===== src/rtl/sd_cmd_engine_if.sv =====
// sd_cmd_engine_if
//   CPU (6502-side) register bus for the SD command engine.
//   addr      register address
//   data      CPU write data
//   data_out  CPU read data (combinational from addr)
//   cs        chip select, one access per asserted cycle
//   rw        1 = read, 0 = write
//   o_irq     level interrupt, mirrors STATUS.done
//   master modport: CPU / bench side; slave modport: the engine.
interface sd_cmd_engine_if;
    logic [3:0] addr;
    logic [7:0] data;
    logic [7:0] data_out;
    logic       cs;
    logic       rw;
    logic       o_irq;

    modport master (output addr, data, cs, rw, input data_out, o_irq);
    modport slave  (input addr, data, cs, rw, output data_out, o_irq);
endinterface


===== src/rtl/sd_cmd_engine.sv =====
// sd_cmd_engine
//   CPU-mapped SD command-line engine. Divides clk into o_sd_clk, shifts out a
//   48-bit command frame with a serially built CRC7, and optionally captures a
//   48-bit response with timeout detection.
// Ports
//   clk, rst      system clock, asynchronous active-high reset
//   bus           sd_cmd_engine_if.slave register bus (addr/data/data_out/cs/rw/o_irq)
//   o_sd_clk      SD clock, high for the second half of each divider period
//   i_sd_cmd      CMD line input (pulled-up)
//   o_sd_cmd      CMD line drive value
//   o_sd_cmd_oe   CMD line output enable
// Register map
//   0-3 ARG (W, LSB first), 4 CMD (W: [5:0] idx, [6] expect resp, [7] skip resp CRC),
//   5 STATUS (R: [0] busy [1] done [2] timeout [3] crc_err, read clears [3:1]),
//   8-13 RESP (R, RESP[7:0] first). Others read 0.
// Build option
//   SD_RESP_CRC_CHECK_EN  when defined, the response CRC7/end bit is checked
//                         and reported in STATUS.crc_err; otherwise crc_err is 0.
module sd_cmd_engine #(
    parameter int CLK_DIV      = 4,
    parameter int RESP_TIMEOUT = 64
) (
    input  logic                  clk,
    input  logic                  rst,
    sd_cmd_engine_if.slave        bus,
    output logic                  o_sd_clk,
    input  logic                  i_sd_cmd,
    output logic                  o_sd_cmd,
    output logic                  o_sd_cmd_oe
);

    localparam int DW = $clog2(CLK_DIV);
    localparam int TW = $clog2(RESP_TIMEOUT) + 1;
    localparam logic [DW-1:0] DIV_LAST = DW'(CLK_DIV - 1);
    localparam logic [DW-1:0] DIV_HALF = DW'(CLK_DIV / 2);
    localparam logic [TW-1:0] TMO_LAST = TW'(RESP_TIMEOUT - 1);

    localparam logic [1:0] S_IDLE = 2'd0;
    localparam logic [1:0] S_TX   = 2'd1;
    localparam logic [1:0] S_WAIT = 2'd2;
    localparam logic [1:0] S_RX   = 2'd3;

    logic [DW-1:0] div_cnt;
    logic          shift, sample;
    logic [1:0]    state;
    logic [31:0]   arg;
    logic          resp_en;
    logic [47:0]   resp;
    logic [39:0]   tx_sr;     // {0,1,idx,ARG}, shifted out MSB first
    logic [5:0]    bit_cnt;   // frame bit index, counts down, never wraps
    logic          tx_last;   // end bit is on the line; next shift releases
    logic [6:0]    crc;
    logic [TW-1:0] tmo_cnt;
    logic          done, timeout, crc_err;
    logic          busy;
    logic          cmd_wr, arg_wr, stat_rd;
    logic          fin, fin_tmo, fin_crc;
`ifdef SD_RESP_CRC_CHECK_EN
    logic          skip_crc;
`endif

    // Serial CRC7, polynomial x^7 + x^3 + 1
    function automatic logic [6:0] crc7_step(input logic [6:0] c, input logic b);
        logic fb;
        fb = b ^ c[6];
        return {c[5:0], 1'b0} ^ {3'b000, fb, 2'b00, fb};
    endfunction

    assign busy     = (state != S_IDLE);
    assign shift    = (div_cnt == '0);
    assign sample   = (div_cnt == DIV_HALF);
    assign o_sd_clk = (div_cnt >= DIV_HALF);
    assign bus.o_irq = done;

    assign cmd_wr  = bus.cs && !bus.rw && (bus.addr == 4'd4) && !busy;
    assign arg_wr  = bus.cs && !bus.rw && (bus.addr < 4'd4) && !busy;
    assign stat_rd = bus.cs &&  bus.rw && (bus.addr == 4'd5);

    // Clock divider
    always_ff @(posedge clk or posedge rst) begin
        if (rst)                    div_cnt <= '0;
        else if (div_cnt == DIV_LAST) div_cnt <= '0;
        else                        div_cnt <= div_cnt + DW'(1);
    end

    // Completion events for the status flags
    always_comb begin
        fin     = 1'b0;
        fin_tmo = 1'b0;
        fin_crc = 1'b0;
        case (state)
            S_TX:   if (shift && tx_last && !resp_en) fin = 1'b1;
            S_WAIT: if (sample && i_sd_cmd && tmo_cnt == TMO_LAST) begin
                        fin     = 1'b1;
                        fin_tmo = 1'b1;
                    end
            S_RX:   if (sample && bit_cnt == 6'd0) begin
                        fin = 1'b1;
`ifdef SD_RESP_CRC_CHECK_EN
                        // resp[7:1] is already stored; the end bit is on the line now
                        fin_crc = !skip_crc && ((crc != resp[7:1]) || !i_sd_cmd);
`endif
                    end
            default: ;
        endcase
    end

    // Status flags: a start clears them; a completion beats a same-cycle read-clear
    always_ff @(posedge clk or posedge rst) begin
        if (rst) begin
            done    <= 1'b0;
            timeout <= 1'b0;
            crc_err <= 1'b0;
        end else if (cmd_wr) begin
            done    <= 1'b0;
            timeout <= 1'b0;
            crc_err <= 1'b0;
        end else begin
            if (stat_rd) begin
                done    <= 1'b0;
                timeout <= 1'b0;
                crc_err <= 1'b0;
            end
            if (fin)     done    <= 1'b1;
            if (fin_tmo) timeout <= 1'b1;
            if (fin_crc) crc_err <= 1'b1;
        end
    end

    // ARG register
    always_ff @(posedge clk or posedge rst) begin
        if (rst) arg <= '0;
        else if (arg_wr) arg[8*bus.addr[1:0] +: 8] <= bus.data;
    end

    // Command / response sequencer
    always_ff @(posedge clk or posedge rst) begin
        if (rst) begin
            state       <= S_IDLE;
            resp_en     <= 1'b0;
`ifdef SD_RESP_CRC_CHECK_EN
            skip_crc    <= 1'b0;
`endif
            resp        <= '0;
            tx_sr       <= '0;
            bit_cnt     <= '0;
            tx_last     <= 1'b0;
            crc         <= '0;
            tmo_cnt     <= '0;
            o_sd_cmd    <= 1'b1;
            o_sd_cmd_oe <= 1'b0;
        end else begin
            case (state)
                S_IDLE: begin
                    if (cmd_wr) begin
                        resp_en  <= bus.data[6];
`ifdef SD_RESP_CRC_CHECK_EN
                        skip_crc <= bus.data[7];
`endif
                        tx_sr    <= {2'b01, bus.data[5:0], arg};
                        bit_cnt  <= 6'd47;
                        tx_last  <= 1'b0;
                        crc      <= '0;
                        state    <= S_TX;
                    end
                end
                S_TX: begin
                    if (shift) begin
                        if (tx_last) begin
                            o_sd_cmd_oe <= 1'b0;
                            o_sd_cmd    <= 1'b1;
                            crc         <= '0;
                            tmo_cnt     <= '0;
                            state       <= resp_en ? S_WAIT : S_IDLE;
                        end else begin
                            o_sd_cmd_oe <= 1'b1;
                            if (bit_cnt >= 6'd8) begin
                                o_sd_cmd <= tx_sr[39];
                                tx_sr    <= {tx_sr[38:0], 1'b0};
                                crc      <= crc7_step(crc, tx_sr[39]);
                            end else if (bit_cnt != 6'd0) begin
                                o_sd_cmd <= crc[6];
                                crc      <= {crc[5:0], 1'b0};
                            end else begin
                                o_sd_cmd <= 1'b1;
                            end
                            if (bit_cnt == 6'd0) tx_last <= 1'b1;
                            else                 bit_cnt <= bit_cnt - 6'd1;
                        end
                    end
                end
                S_WAIT: begin
                    if (sample) begin
                        if (!i_sd_cmd) begin
                            resp[47] <= 1'b0;
                            bit_cnt  <= 6'd46;
`ifdef SD_RESP_CRC_CHECK_EN
                            crc      <= crc7_step(crc, 1'b0);
`endif
                            state    <= S_RX;
                        end else if (tmo_cnt == TMO_LAST) begin
                            state    <= S_IDLE;
                        end else begin
                            tmo_cnt  <= tmo_cnt + TW'(1);
                        end
                    end
                end
                S_RX: begin
                    if (sample) begin
                        resp[bit_cnt] <= i_sd_cmd;
`ifdef SD_RESP_CRC_CHECK_EN
                        if (bit_cnt >= 6'd8) crc <= crc7_step(crc, i_sd_cmd);
`endif
                        if (bit_cnt == 6'd0) state   <= S_IDLE;
                        else                 bit_cnt <= bit_cnt - 6'd1;
                    end
                end
                default: state <= S_IDLE;
            endcase
        end
    end

    // Read mux
    always_comb begin
        bus.data_out = 8'h00;
        case (bus.addr)
            4'd5:  bus.data_out = {4'b0000, crc_err, timeout, done, busy};
            4'd8:  bus.data_out = resp[7:0];
            4'd9:  bus.data_out = resp[15:8];
            4'd10: bus.data_out = resp[23:16];
            4'd11: bus.data_out = resp[31:24];
            4'd12: bus.data_out = resp[39:32];
            4'd13: bus.data_out = resp[47:40];
            default: bus.data_out = 8'h00;
        endcase
    end

endmodule


===== src/flat_wrapper.sv =====
// flat-port wrapper written by rule: the top's interface ports become plain ports
module sd_cmd_engine_flat 
#(
    parameter int CLK_DIV      = 4,
    parameter int RESP_TIMEOUT = 64
)
  (clk, rst, o_sd_clk, i_sd_cmd, o_sd_cmd, o_sd_cmd_oe, bus_addr, bus_data, bus_cs, bus_rw, bus_data_out, bus_o_irq);
  sd_cmd_engine_if bus_i ();
  input  logic clk;
  input  logic rst;
  output logic o_sd_clk;
  input  logic i_sd_cmd;
  output logic o_sd_cmd;
  output logic o_sd_cmd_oe;
  input wire logic [$bits(bus_i.addr)-1:0] bus_addr;
  input wire logic [$bits(bus_i.data)-1:0] bus_data;
  input wire logic [$bits(bus_i.cs)-1:0] bus_cs;
  input wire logic [$bits(bus_i.rw)-1:0] bus_rw;
  output wire logic [$bits(bus_i.data_out)-1:0] bus_data_out;
  output wire logic [$bits(bus_i.o_irq)-1:0] bus_o_irq;
  assign bus_i.addr = bus_addr;
  assign bus_i.data = bus_data;
  assign bus_i.cs = bus_cs;
  assign bus_i.rw = bus_rw;
  assign bus_data_out = bus_i.data_out;
  assign bus_o_irq = bus_i.o_irq;
  sd_cmd_engine #(.CLK_DIV(CLK_DIV), .RESP_TIMEOUT(RESP_TIMEOUT)) u_core (.clk(clk), .rst(rst), .bus(bus_i), .o_sd_clk(o_sd_clk), .i_sd_cmd(i_sd_cmd), .o_sd_cmd(o_sd_cmd), .o_sd_cmd_oe(o_sd_cmd_oe));
endmodule

===== config.mk =====
export PLATFORM = sky130hd
export DESIGN_NAME = sd_cmd_engine_flat
export DESIGN_NICKNAME = d
export VERILOG_FILES = /design/src/rtl/sd_cmd_engine_if.sv /design/src/rtl/sd_cmd_engine.sv /design/src/flat_wrapper.sv
export SDC_FILE = /design/constraint.sdc
export NUM_CORES = 1
export LEC_CHECK = 0
export BUFFER_PORTS_ARGS = -buffer_cell sky130_fd_sc_hd__buf_2
export CAP_MARGIN = 40
export CORE_AREA = 4 4 117 119
export CTS_BUF_LIST = sky130_fd_sc_hd__clkbuf_2
export DETAILED_ROUTE_END_ITERATION = 16
export DIE_AREA = 0 0 121 123
export GPL_ROUTABILITY_DRIVEN = 0
export PLACE_DENSITY = 0.77
export SYNTH_ARGS = -nofsm -noshare
export SYNTH_HDL_FRONTEND = slang
export SYNTH_SLANG_ARGS = --single-unit

===== constraint.sdc =====
create_clock -name clk -period 6.7 [get_ports clk]
set_input_delay 1.34 -clock clk [delete_from_list [all_inputs] [get_ports clk]]
set_output_delay 1.34 -clock clk [all_outputs]
set_load 0.02 [all_outputs]

After elaboration in Yosys (flattened, before gate mapping):

Cells that the tools add are included.

* register bits after elaboration: 151

* $add $sub $neg: 4
* magnitude comparators: 5
* eq/ne operators: 27
* shifts and indexed selects: 2
* mux-type cells: 65
* bitwise logic cells: 2
* reduce and logical (&&, ||, !) cells: 37

Operator list (number)
* $mux 40: 4
* $pmux 40 s2: 1
* $mux 7: 10
* $pmux 8 s7: 1
* $bwmux 48: 1
* $mux 48: 1
* $mux 6: 7
* $neg 5->34: 1
* $shift 8x34->32 const A: 1
* $shiftx 8x34->32: 1
* $bwmux 32: 1
* $pmux 7 s2: 2
* $eq 4x4->1 const B: 6
* $pmux 6 s4: 1
* $mux 1: 21
* $mux 2: 10
* $ne 2x1->1 const B: 7
* $logic_and 1x1->1: 13
* $reduce_and 6->1: 2
* $reduce_bool 2->1: 5
* $eq 2x2->1 const B: 4
* $eq 4x3->1 const B: 2
* $ne 2x2->1 const B: 4
* $pmux 2 s4: 1
* other kinds (27): 35

Depth between registers and ports, before layout:

* depth after elaboration: 7
* mapped depth: 8

Worst setup path after synthesis:

OpenSTA, ideal clock, no wires.

* path type: in2out
* from: input bus_addr[0]
* to: output bus_data_out[5]
* arrival time: 2.775 ns
* setup slack: 2.585 ns
* cell stages on the path: 8
* buffers on the path: 2
* cells stage by stage: inv_1 > ha_1 > clkbuf_1 > clkbuf_1 > a22oi_1 > nand2_1 > nand2_1 > a21oi_1

* longest elaborated chain between the ends: 2
* elaborated cells between the ends (all ways): 8
* classes of those cells: eq/ne (7); mux (1)

RTL lines
* from (decl): line flat_wrapper.sv:15 `input wire logic [$bits(bus_i.addr)-1:0] bus_addr;`
* $eq 4x4->1 / $eq 4x3->1 (equally long branches): line sd_cmd_engine.sv:226 `case (bus.addr)`
* $pmux 8 s7 (*): line sd_cmd_engine.sv:226
* to (decl): line flat_wrapper.sv:19 `output wire logic [$bits(bus_i.data_out)-1:0] bus_data_out;`

Every way passes the cells marked *; elsewhere a longest branch is shown, timed or not.

Final worst setup path:

* from: input bus_addr[0]
* to: output bus_data_out[4]

Same word-level chain as after synthesis.

==> reports/results.ini <==
[outcome]
status = complete, no violations

[cts]
clk_latency_ns = 0.72
post-cts-setup-buffers = 0
ctsHoldBuffers = 0
cts_tree = done
cts_buffer_depth = 2
clkTransAtPathRegs_ns = 0.18
numCtsBuffers = 17
clock-sinks = 150
cts_htree_levels = 4
cts_resized = 0
cts-root-buf = clkbuf_2

[sta]
period_share = 0.657
setup_viol = 0
relSlewSlack = 0.380
fin_worst_skew_ns = 0.0210
finalSetupTns_ns = 0
maxSlewViolCount = 0
hold_viol_final = 0
rsz0062_at_grt = no
timing.fmax_mhz = 227
tightestPinTransition_ns = 0.928
min_period_ns = 4.40

[global_route]
grt_pass1_wl_mm = 27.8
first_global_vias = 5669
grtUsageTotal = 0.238
grt_overflow = 0
grt_start_max_net_pins = 55
grt_antenna_before_repair = 1

[die]
coreArea_sq_um = 12600
die_width_um = 121
ios = 29
die_h_um = 123
die_area_sq_um = 14900
rows = 41
start_util = 0.597

[flow_run]
cap_violations = 0

[power_and_ir_drop]
total_power_uw = 2150
vdd_drop_max_v = 0.000122
powerDensity_nw_per_um2 = 269
p_leak_uw = 0.00392

[yosys]
synth_compound_area_frac = 0.0940
yosysUniqueCellTypes = 59
synth_top_family_by_area = simple AND/OR/NAND/NOR gates
async_flop_share = 1.00
synth_area_leaders = dfrtp_1 (50%), mux2_2 (13%), nand2_1 (11%)
synth_top_cell_area_share = 0.497
netlist_area_sq_um = 7500
ys_ff_latch = 150
synth_nets = 808
yosys.area.top_type = dfrtp_1
synth_edf_count = 0
syn_inst = 779
synthSimpleGateAreaFrac = 0.197
synth.most_common_cell = nand2_1
yosysWarningCount = 0
seq_area_frac_synth = 0.500
synth_area_per_cell_sq_um = 9.63
synth_commonest_cells = nand2_1 (215), dfrtp_1 (149), mux2_2 (88)
synth_ff_type = dfrtp_1
synthXorXnorAreaFrac = 0.00350
synthAdderAreaFrac = 0.0200
muxShareOfSynthArea = 0.148

[worst_setup_path]
worstSetupPathType = in2out
r2r_setup_slack_ns = 3.86
cp-end-kind = primary output
cp_max_fo = 20
crit-reg2reg-capture = u_core.tx_sr[15]
r2r_start = u_core.state[0]
cp.required_ns = 5.36
cp.arrival_ns = 3.06
reg2reg_depth = 6
start_kind = input port

[routing]
wirelength_mm = 16.6
drtPass1Iterations = 5
wire_per_inst_um = 17.1
viasPerCell = 5.87
ant_nets = 0
via_count = 5721
drtIter0Drc = 639
drcViolationCount = 0

[place]
hpwl_mm = 10.9
place_area_sq_um = 7730
io_buffer_count = 28

[finish]
drive_gt1_frac = 0.197
final-seq-area_sq_um = 3750
multiInputGateArea_sq_um = 3480
fill_cells = 1057
areaGrowthSynthToFinish_pct = 6.37
final_area_sq_um = 7980
num-nets-final = 818

[worst_hold_path]
holdPathEnd = u_core.div_cnt[0]
holdPathStages = 1
holdCritStartpoint = u_core.div_cnt[0]
min_path_type = reg2reg

kinds of logic after synthesis:
logic type,after synthesis
and+or+nand+nor,343
DFF,150
AOI/OAI and AO/OA,111
muxes,100
buffers and inverters,60
adders and majority gates,12
xor gates and xnor gates,3
worst max-delay path: stages:
cell,delay [ns]
buf_2,0.14
inv_1,0.14
ha_1,0.72
a22oi_1,0.15
nand2_1,0.14
nand2_1,0.07
a21oi_1,0.16
buf_2,0.19
worst max-delay path by stage:
stage	cells after the start	end	slack, ns	from
2_1_floorplan	1	u_core.arg[0]	1.33	rst
3_3_place_gp	7	bus_data_out[2]	2.42	bus_addr[0]
3_5_place_dp	7	bus_data_out[1]	2.30	bus_addr[0]
4_1_cts	7	bus_data_out[1]	2.29	bus_addr[0]
5_1_grt	7	bus_data_out[1]	2.15	bus_addr[0]
6_report	8	bus_data_out[4]	2.30	bus_addr[0]
final cells by class:
class                      count  share of cell area
antenna                        1            0.000314
clock buffer                  18              0.0113
clock inverter                13              0.0204
inverter                      17             0.00862
multi-input combinational    569               0.437
sequential                   150               0.470
tap                          172              0.0270
timing repair buffer          34              0.0254
power breakdown:
part | total, uW | internal (uW) | switching, uW
Sequential | 1130 | 1020 | 109
Combinational | 470 | 167 | 303
Clock | 547 | 237 | 310
Total | 2150 | 1420 | 722
per-layer routing:
layer  track usage  part of all wire  vias to the layer above
li1              -                 -                     2672
met1         0.307              0.44                     2841
met2         0.396              0.49                      174
met3        0.0480             0.047                       34
met4        0.0942             0.023                        0
met5             0                 0                        -
sequential cells by signal (all words and copies together) (netlist names):
| name | count |
|---|---|
| u_core.bit_cnt | 6 |
| u_core.tx_last | 1 |
| u_core.o_sd_cmd_oe | 1 |
| u_core.crc | 7 |
| u_core.bus.o_irq | 1 |
| u_core.state | 2 |
| u_core.timeout | 1 |
| u_core.tx_sr | 40 |
| u_core.resp_en | 1 |
| u_core.o_sd_cmd | 1 |
| u_core.resp | 48 |
| u_core.div_cnt | 2 |
| u_core.tmo_cnt | 7 |
| u_core.arg | 32 |
metrics by stage:
| step | setup WS (ns) | hold slack (ns) | utilization | instances |
|---|---|---|---|---|
| 2_1_floorplan | 1.33 | 0.422 | - | 779 |
| 3_3_place_gp | 2.42 | 0.435 | 0.612 | 940 |
| 3_5_place_dp | 2.30 | 0.452 | 0.615 | 942 |
| 4_1_cts | 2.29 | 0.475 | 0.635 | 973 |
| 5_1_grt | 2.15 | 0.529 | 0.635 | 974 |
| 6_report | 2.30 | 0.469 | 0.635 | 974 |
cell usage in the layout (no fill, tap or decap), types with 16 or more instances in the layout:
cell type and n:
clkbuf_2 18, buf_2 29, o21ai_0 41, nor2_1 60, nand3_1 16, dfrtp_1 149, nand2_1 215, inv_1 16
mux2_2 88, a21oi_1 25
(Power assumes the default switching activity.)
